`src/rtl/pixel_bus_sink.sv`:
```
// Drawer-bus pixel sink: clips strobed pixels to 160x120, queues {addr,color} and drains to the framebuffer.
// Define PIXEL_SINK_CLEAR_EN to build the full-screen clear engine (S_CLEAR state and address counter).
module pixel_bus_sink #(
    parameter int FIFO_DEPTH = 8,
    parameter int COLOR_BITS = 3
) (
    input  logic                          clk,
    input  logic                          reset,
    input  logic                          vga_draw_enable_bus,
    input  logic [7:0]                    vga_x_out_bus,
    input  logic [7:0]                    vga_y_out_bus,
    input  logic [23:0]                   vga_RGB_out_bus,
    output logic [14:0]                   fb_addr,
    output logic [3*COLOR_BITS-1:0]       fb_data,
    output logic                          fb_we,
    input  logic                          fb_busy,
    input  logic                          clear,
    input  logic [23:0]                   clear_color,
    output logic [$clog2(FIFO_DEPTH):0]   fifo_level,
    output logic                          overflow,
    output logic [7:0]                    drop_count,
    output logic                          busy
);
    localparam int AW = $clog2(FIFO_DEPTH);
    localparam int CW = 3*COLOR_BITS;
    localparam logic [AW:0] DEPTH_L = FIFO_DEPTH[AW:0];

    typedef struct packed {
        logic [14:0]   addr;
        logic [CW-1:0] color;
    } pix_t;

    typedef enum logic {S_RUN, S_CLEAR} state_t;

    function automatic logic [CW-1:0] reduce(input logic [23:0] rgb);
        return {rgb[23 -: COLOR_BITS], rgb[15 -: COLOR_BITS], rgb[7 -: COLOR_BITS]};
    endfunction

    logic          in_range, push_req, push, pop;
    logic [14:0]   x_ext, y_ext;
    pix_t          pix_in;
    pix_t          mem_q [FIFO_DEPTH];
    state_t        state_q, state_d;
    logic [AW-1:0] rd_ptr_q, rd_ptr_d, wr_ptr_q, wr_ptr_d;
    logic [AW:0]   level_q, level_d;
    logic [14:0]   fb_addr_q, fb_addr_d;
    logic [CW-1:0] fb_data_q, fb_data_d;
    logic          fb_we_q, fb_we_d;
    logic          overflow_q, overflow_d;
    logic [7:0]    drop_q, drop_d;
    logic          busy_q, busy_d;
`ifdef PIXEL_SINK_CLEAR_EN
    logic [14:0]   clr_cnt_q, clr_cnt_d;
    logic [CW-1:0] clr_color_q, clr_color_d;
`endif

    logic unused_bits;
    assign unused_bits = ^{vga_RGB_out_bus, clear_color, clear};

    always_comb begin
        x_ext         = {7'b0, vga_x_out_bus};
        y_ext         = {7'b0, vga_y_out_bus};
        in_range      = (vga_x_out_bus < 8'd160) && (vga_y_out_bus < 8'd120);
        pix_in.addr   = (y_ext << 7) + (y_ext << 5) + x_ext;
        pix_in.color  = reduce(vga_RGB_out_bus);
        // A strobe of x/z never evaluates true, so a floating bus never pushes.
        push_req      = vga_draw_enable_bus && in_range;
        pop           = (level_q != '0) && !fb_busy && (state_q == S_RUN);
        push          = push_req && ((level_q != DEPTH_L) || pop);

        state_d       = state_q;
        rd_ptr_d      = rd_ptr_q;
        wr_ptr_d      = wr_ptr_q;
        level_d       = level_q;
        fb_addr_d     = fb_addr_q;
        fb_data_d     = fb_data_q;
        fb_we_d       = 1'b0;
        overflow_d    = overflow_q;
        drop_d        = drop_q;
`ifdef PIXEL_SINK_CLEAR_EN
        clr_cnt_d     = clr_cnt_q;
        clr_color_d   = clr_color_q;
`endif

        if (vga_draw_enable_bus && !in_range && (drop_q != 8'hFF))
            drop_d = drop_q + 1'b1;
        if (push_req && !push)
            overflow_d = 1'b1;
        if (push)
            wr_ptr_d = wr_ptr_q + 1'b1;
        if (pop) begin
            rd_ptr_d  = rd_ptr_q + 1'b1;
            fb_we_d   = 1'b1;
            fb_addr_d = mem_q[rd_ptr_q].addr;
            fb_data_d = mem_q[rd_ptr_q].color;
        end

        case ({push, pop})
            2'b10:   level_d = level_q + 1'b1;
            2'b01:   level_d = level_q - 1'b1;
            default: level_d = level_q;
        endcase

`ifdef PIXEL_SINK_CLEAR_EN
        case (state_q)
            S_RUN: begin
                if (clear) begin
                    state_d     = S_CLEAR;
                    clr_cnt_d   = '0;
                    clr_color_d = reduce(clear_color);
                end
            end
            S_CLEAR: begin
                // The queue is frozen here; captured pixels wait until the sweep ends.
                if (!fb_busy) begin
                    fb_we_d   = 1'b1;
                    fb_addr_d = clr_cnt_q;
                    fb_data_d = clr_color_q;
                    clr_cnt_d = clr_cnt_q + 15'd1;
                    if (clr_cnt_q == 15'd19199) begin
                        state_d   = S_RUN;
                        clr_cnt_d = '0;
                    end
                end
            end
            default: state_d = S_RUN;
        endcase
`endif

        busy_d = (state_d == S_CLEAR) || (level_d != '0);
    end

    always_ff @(posedge clk or posedge reset) begin
        if (reset) begin
            state_q     <= S_RUN;
            rd_ptr_q    <= '0;
            wr_ptr_q    <= '0;
            level_q     <= '0;
            fb_addr_q   <= '0;
            fb_data_q   <= '0;
            fb_we_q     <= 1'b0;
            overflow_q  <= 1'b0;
            drop_q      <= '0;
            busy_q      <= 1'b0;
`ifdef PIXEL_SINK_CLEAR_EN
            clr_cnt_q   <= '0;
            clr_color_q <= '0;
`endif
        end else begin
            state_q     <= state_d;
            rd_ptr_q    <= rd_ptr_d;
            wr_ptr_q    <= wr_ptr_d;
            level_q     <= level_d;
            fb_addr_q   <= fb_addr_d;
            fb_data_q   <= fb_data_d;
            fb_we_q     <= fb_we_d;
            overflow_q  <= overflow_d;
            drop_q      <= drop_d;
            busy_q      <= busy_d;
`ifdef PIXEL_SINK_CLEAR_EN
            clr_cnt_q   <= clr_cnt_d;
            clr_color_q <= clr_color_d;
`endif
        end
    end

    always_ff @(posedge clk) begin
        if (push)
            mem_q[wr_ptr_q] <= pix_in;
    end

    assign fb_addr    = fb_addr_q;
    assign fb_data    = fb_data_q;
    assign fb_we      = fb_we_q;
    assign fifo_level = level_q;
    assign overflow   = overflow_q;
    assign drop_count = drop_q;
    assign busy       = busy_q;

endmodule

```
`config.mk`:
```
export PLATFORM = sky130hd
export DESIGN_NAME = pixel_bus_sink
export DESIGN_NICKNAME = d
export VERILOG_FILES = /design/src/rtl/pixel_bus_sink.sv
export SDC_FILE = /design/constraint.sdc
export NUM_CORES = 1
export LEC_CHECK = 0
export CAP_MARGIN = 20
export CORE_ASPECT_RATIO = 1.25
export CORE_UTILIZATION = 35
export DETAILED_ROUTE_END_ITERATION = 8
export PLACE_DENSITY = 0.53
export SLEW_MARGIN = 0
export SYNTH_ARGS = -nofsm -noshare
export SYNTH_HDL_FRONTEND = slang
export SYNTH_SLANG_ARGS = --single-unit
```
`constraint.sdc`:
```
create_clock -name clk -period 3.5 [get_ports clk]
set_input_delay 0.525 -clock clk [delete_from_list [all_inputs] [get_ports clk]]
set_output_delay 0.525 -clock clk [all_outputs]
set_load 0.1 [all_outputs]
```
==> out/results.tsv, run 1 <==
metric	value	unit
clock period minus final worst setup slack	2.880	ns
share of final-layout standard cells stronger than drive strength 1	20.57	%
# fillers	2361	
ys async rst share	18.99	%
count of hold buffers inserted by post-cts repair	0	
unrepaired setup endpoints after global routing	no	
count of flip-flops with a built-in enable after synthesis	192	
number of flip-flops and latches in the synthesized netlist	237	
commonest non-fill, non-tap cell in the layout	edfxtp_1	
vias in the first global route	5368	
post-synthesis sequential area ratio	71.34	%
clock buffer count from CTS	25	
DRC viols	0	
starting utilization of the core area	35.79	%
clock tree from TritonCTS	yes	
root buffer selected by CTS	clkbuf_16	
post-cts sizing count	0	
critical path type	in2reg	
vertical extent of the die	187.7	um
half-perimeter wire length of the detailed placement result	11.42	mm
global-route usage over all layers	13.93	%
setup slack after layout	0.6200	ns
area added between synthesis and finish	21.47	%
Worst Hold Class	reg2reg	
final slew viol count	0	
clock-pin slew on the worst setup and hold paths	0.06	ns
Longest Clk Path Bufs	3	
cell count after synthesis	524	
Power Dens Cells	890.4	nW/um^2
num ports	108	
worst slew margin relative to its limit	32.85	%
library cell occupying the most area in the post-synthesis netlist	edfxtp_1	
Worst Skew	0.01148	ns
hold slack	0.4804	ns
number of nets in the final layout	706	
number of DRC markers in iteration 0	221	
post-detailed-route via-to-cell ratio	4.987	
core area	26990	um^2
number of distinct library cells after synthesis	50	
worst slack at placement	0.09553	ns
number of antenna violations at the first check in global routing	0	
global route total overflow	0	
max_cap viols	0	
largest cells by area after synthesis	edfxtp_1, dfrtp_1, mux4_2	
worst endpoint required time	3.72	ns
maximum fanout along the worst path	8	
fin area	11740	um^2
total number of H-tree levels	1	
placed cells	932	
top achievable clock speed	347.2	MHz
first drt pass iteration count	4	
Worst IR Drop VDD	886.0	uV
period utilization	82.29	%
drt wl/cell	19.14	um
Total Negative Setup Slacks	0	ns
post-detailed-placement cell area	10880	um^2
Hold Vio Cnt, Final	0	
final wirelength	18.70	mm
number of sinks driven by the clock tree	237	
final weighted congestion in routability-driven placement	0.7495	
highest-count cells in the layout ignoring fill and taps	edfxtp_1, clkdlybuf4s50_1, mux4_2	
outcome	completed	
data arrival time at the worst-slack endpoint	3.10	ns
slew at the pin with the worst max-slew slack	1.004	ns
number of nets still failing antenna checks after routing	0	
average footprint of a synthesized cell	18.44	um^2
nature of the critical path startpoint	input pin	
Main synth FF type	edfxtp_1	
final standard cell count with taps included and fillers excluded	977	
maximum number of pins on one net before global-route repair	54	
Die X	150.6	um
kind of end point of the critical path	flop	
Clk Latency, worst-skew pair	0.51	ns
global-route wire length before repair	29.92	mm
total number of vias	4872	
setup violation total in the final timing report	0	
total inserted antenna cells	0	
number of buffer cells added on primary ports	67	
num rows	67	
warnings from Yosys	0	
die area	28270	um^2
post-synthesis instance area	9661	um^2
nets in the synthesized netlist	616	
cell leakage power	0.004052	uW
area share of the largest cell type after synthesis	59.68	%
# Post-CTS Setup Buffers	0	
## kinds of logic after synthesis
group | after synthesis | synth area share (%)
AO/OA/AOI/OAI | 52 | 3.354
flip-flops | 237 | 71.34
adder cells (fa/ha/maj) | 23 | 3.212
buffers and inverters | 28 | 1.735
XOR/XNOR | 21 | 1.904
multiplexers | 74 | 13.99
AND/OR/NAND/NOR | 89 | 4.469
## flip-flops by register name, summed over array words and instances, names as in the netlist
signal and cells:
mem_q 192, fb_addr 15, fb_data 9, drop_count 8, fifo_level 4, rd_ptr_q 3
wr_ptr_q 3, busy 1, fb_we 1, overflow 1
## worst max-delay path: stages
cell and delay (ns):
clkdlybuf4s50_1 0.45, fa_1 0.54, ha_1 0.32, a21o_1 0.19, a211oi_1 0.24, nor2_1 0.09, o41ai_1 0.37, xnor2_1 0.37
## routing by layer
layer  global-route usage (%)  vias up  part of all wire, %
met5                        0        -                    0
met1                    17.38     2487                   41
li1                         -     2253                    -
met2                    24.76      104                   53
met4                    3.538        0                  1.9
met3                    2.384       28                  4.9
## report_power, final
group	total, uW	internal, uW	switching, uW
clock network	2690	1640	1040
logic	3950	1350	2610
registers	3810	3460	344
total	10400	6450	4000
## area by class of cell
type                       instances  area, um^2  share of cell area (%)
multi-input combinational        259        2650                   22.58
sequential                       237        6894                   58.75
tap                              345       431.7                   3.678
clock buffer                      27       653.1                   5.566
clock inverter                    18       201.4                   1.717
inverter                           5       18.77                  0.1599
timing repair buffer              86       885.9                   7.549
## cells in the mapped netlist (all sizes together) (2+ instances only)
| library cell | n |
|---|---|
| a211oi | 2 |
| inv | 5 |
| nand3b | 2 |
| nand2 | 17 |
| a21o | 3 |
| a21oi | 29 |
| buf | 18 |
| nor2 | 40 |
| edfxtp | 192 |
| xnor2 | 12 |
| nor3 | 8 |
| mux4 | 48 |
| mux2 | 2 |
| xor2 | 9 |
| ha | 20 |
| nor4 | 3 |
| nand2b | 2 |
| clkbuf | 5 |
| nand3 | 6 |
| a31oi | 2 |
| or3 | 4 |
| mux2i | 24 |
| fa | 3 |
| dfrtp | 45 |
| o21ai | 9 |
## path summary, 6_finish.rpt
kind,start,depth (start not counted),to,slack (ns)
setup / recovery,vga_x_out_bus[7],8,mem_q[7][22]$_DFFE_PP_,0.62
hold / removal,overflow$_DFFE_PP0P_,1,overflow$_DFFE_PP0P_,0.48
setup reg to reg,fifo_level[0]$_DFF_PP0_,11,busy$_DFF_PP0_,0.72
hold reg to reg,overflow$_DFFE_PP0P_,1,overflow$_DFFE_PP0P_,0.48
max in group asynchronous,reset,2,rd_ptr_q[0]$_DFFE_PP0P_,2.26
min in group asynchronous,reset,2,overflow$_DFFE_PP0P_,0.57
## stage by stage
| step | power, uW | utilization [%] |
|---|---|---|
| 3_3_place_gp | 7812 | 40.31 |
| 5_1_grt | 10960 | 43.47 |
| 6_report | 10450 | 43.47 |
| 2_1_floorplan | 6937 | - |
| 3_5_place_dp | 7889 | 40.31 |
| 4_1_cts | 10600 | 43.47 |
Note: power is estimated with default switching activity, not from simulation.
==> run 2, diff against run 1 <==
--- a/config.mk
+++ b/config.mk
@@ -9,7 +9,7 @@
 export CORE_ASPECT_RATIO = 1.25
 export CORE_UTILIZATION = 35
 export DETAILED_ROUTE_END_ITERATION = 8
-export PLACE_DENSITY = 0.53
+export PLACE_DENSITY = 0.51
 export SLEW_MARGIN = 0
 export SYNTH_ARGS = -nofsm -noshare
 export SYNTH_HDL_FRONTEND = slang
==> constraint.sdc (replaced) <==
create_clock -name clk -period 2.9 [get_ports clk]
set_input_delay 0.435 -clock clk [delete_from_list [all_inputs] [get_ports clk]]
set_output_delay 0.435 -clock clk [all_outputs]
set_load 0.1 [all_outputs]
==> out/results.tsv, run 2 (same netlist as run 1, synthesis figures left out) <==
metric	value	unit	change
outcome	completed		
number of DRC markers in iteration 0	247		+12%
flip-flop count of the largest register, all copies and words added	192		unchanged
max_cap viols	0		unchanged
Worst Skew	0.01813	ns	+0.006647 ns
switching power total	4915	uW	+23%
post-detailed-route via-to-cell ratio	5.006		+0.39%
Power Dens Cells	1061	nW/um^2	+19%
switching power share of the total	39.11	%	+0.85 points
number of nets still failing antenna checks after routing	0		unchanged
drt wl/cell	19.27	um	+0.68%
ordered list of cells on the worst path	clkdlybuf4s50_1, fa_1, fa_1, a21o_1, a211oi_1, o21ai_0, o21ai_0, xnor2_1		
final weighted congestion in routability-driven placement	0.7595		+1.3%
vias in the first global route	5430		+1.2%
fin area	11840	um^2	+0.92%
top achievable clock speed	360.9	MHz	
vertical extent of the die	187.7	um	unchanged
share of final-layout standard cells stronger than drive strength 1	28.59	%	+8.0 points
cell type group with the largest total delay on the critical path	adder cells		
Worst IR Drop VDD	944.2	uV	+6.6%
post-cts sizing count	0		unchanged
Worst Hold Class	in2async		
post-detailed-placement cell area	11020	um^2	+1.3%
critical path type	in2reg		
area added between synthesis and finish	22.59	%	
sequential cell area	6894	um^2	unchanged
total number of H-tree levels	1		unchanged
DRC viols	0		unchanged
number of antenna violations at the first check in global routing	0		unchanged
clock period minus final worst setup slack	2.771	ns	
final wirelength	19.25	mm	+2.9%
cell leakage power	0.004218	uW	+4.1%
fraction of power consumed by combinational cells	38.2	%	+0.4 points
highest-count cells in the layout ignoring fill and taps	edfxtp_1, buf_4, mux4_2		
nature of the critical path startpoint	input pin		
worst endpoint required time	3.13	ns	-0.59 ns
number of nets in the final layout	727		+3.0%
total number of vias	5001		+2.6%
period utilization	95.55	%	
worst slew margin relative to its limit	49.45	%	+17 points
num rows	67		unchanged
clock buffer count from CTS	25		unchanged
commonest non-fill, non-tap cell in the layout	edfxtp_1		
final slew viol count	0		unchanged
data arrival time at the worst-slack endpoint	3.00	ns	-0.10 ns
kind of end point of the critical path	flop		
global-route usage over all layers	14.33	%	+0.40 points
die area	28270	um^2	unchanged
hold slack	0.3009	ns	-0.1795 ns
count of buffer and inverter cells on the critical path	1		unchanged
count of hold buffers inserted by post-cts repair	0		unchanged
Longest Clk Path Bufs	3		unchanged
global route total overflow	0		unchanged
maximum cell stage delay along the critical path	0.54	ns	about the same
num ports	108		unchanged
number of buffer cells added on primary ports	67		unchanged
core area	26990	um^2	unchanged
setup violation total in the final timing report	0		unchanged
Die X	150.6	um	unchanged
unrepaired setup endpoints after global routing	no		
maximum number of pins on one net before global-route repair	54		unchanged
sequential power share	36.7	%	+0.3 points
Hold Vio Cnt, Final	0		unchanged
cell type of the slowest stage on the worst timing path	fa_1		
clock-pin slew on the worst setup and hold paths	0.06	ns	about the same
first drt pass iteration count	4		unchanged
Int Power	7652	uW	+19%
# fillers	2388		+1.1%
starting utilization of the core area	35.79	%	unchanged
combined area of the multi-input logic cells	2669	um^2	+0.71%
Clk Latency, worst-skew pair	0.52	ns	about the same
global-route wire length before repair	30.56	mm	+2.1%
maximum fanout along the worst path	8		unchanged
part of the total power dissipated in the clock network	25.1	%	-0.6 points
number of sinks driven by the clock tree	237		unchanged
half-perimeter wire length of the detailed placement result	11.81	mm	+3.4%
clock tree from TritonCTS	yes		
slew at the pin with the worst max-slew slack	0.7529	ns	-0.2512 ns
root buffer selected by CTS	clkbuf_16		
# Post-CTS Setup Buffers	0		unchanged
total inserted antenna cells	0		unchanged
Biggest register	mem_q		
## run 2: cell count changes in the layout (fill, tap and decap cells not counted), moves of 4 or more
cell | before | now
buf_4 | 14 | 68
clkdlybuf4s50_1 | 66 | 28
buf_12 | 6 | 11
clkinvlp_4 | 4 | 0
## run 2: final cells by class
type	instances	area share (%)
clock inverters	20	1.595
flip-flops and latches	237	58.21
multi-input cells	259	22.54
repair buffers	107	8.537
well taps	345	3.645
inverters	5	0.1585
clock buffers	26	5.314
## run 2: worst register-to-register path: cells and delay by family (launching register included)
kind                     cells  cell delay (ns)
adder cells (fa/ha/maj)      1             0.27
AO/OA/AOI/OAI                4             0.59
buffers and inverters        2             0.23
AND/OR/NAND/NOR              5             0.83
flip-flops                   1             0.46
## run 2: path summary, 6_finish.rpt
check | start | endpoint | slack, ns | cells after the start
setup / recovery | vga_x_out_bus[7] | mem_q[0][23]$_DFFE_PP_ | 0.13 | 8
setup reg to reg | fifo_level[0]$_DFF_PP0_ | busy$_DFF_PP0_ | 0.40 | 12
min in group clk | overflow$_DFFE_PP0P_ | overflow$_DFFE_PP0P_ | 0.49 | 1
hold reg to reg | overflow$_DFFE_PP0P_ | overflow$_DFFE_PP0P_ | 0.49 | 1
hold / removal | reset | fifo_level[3]$_DFF_PP0_ | 0.30 | 2
max in group asynchronous | reset | fifo_level[2]$_DFF_PP0_ | 2.03 | 3
## run 2: per-layer routing
layer  vias up  GRT usage [%]  share of wire, %  wire length [um]
met5         -              0                 0                 0
met3        31          2.068               3.8               741
met1      2577          18.53                43              8289
li1       2299              -                 -                 -
met2        94          24.80                51              9783
met4         0          4.154               2.3               437
## run 2: per-stage QoR
step           util (%)  std cells  TNS, ns  power, uW  worst slack [ns]
2_1_floorplan         -        524   -31.47       8387           -0.2501
3_3_place_gp      40.84        953   -10.85       9500           -0.3381
3_5_place_dp      40.84        953   -18.15       9561           -0.3813
4_1_cts           43.87        999        0      12750            0.1295
5_1_grt           43.87        999        0      13160           0.01340
6_report          43.87        999        0      12570            0.1290
## run 2: power by group through the flow
stage / sequential (uW) / combinational [uW] / clock, uW
6_report: 4610 / 4800 / 3150
5_1_grt: 4680 / 5110 / 3360
4_1_cts: 4630 / 4880 / 3240
3_5_place_dp: 4690 / 4870 / 0
3_3_place_gp: 4670 / 4830 / 0
2_1_floorplan: 6280 / 2110 / 0
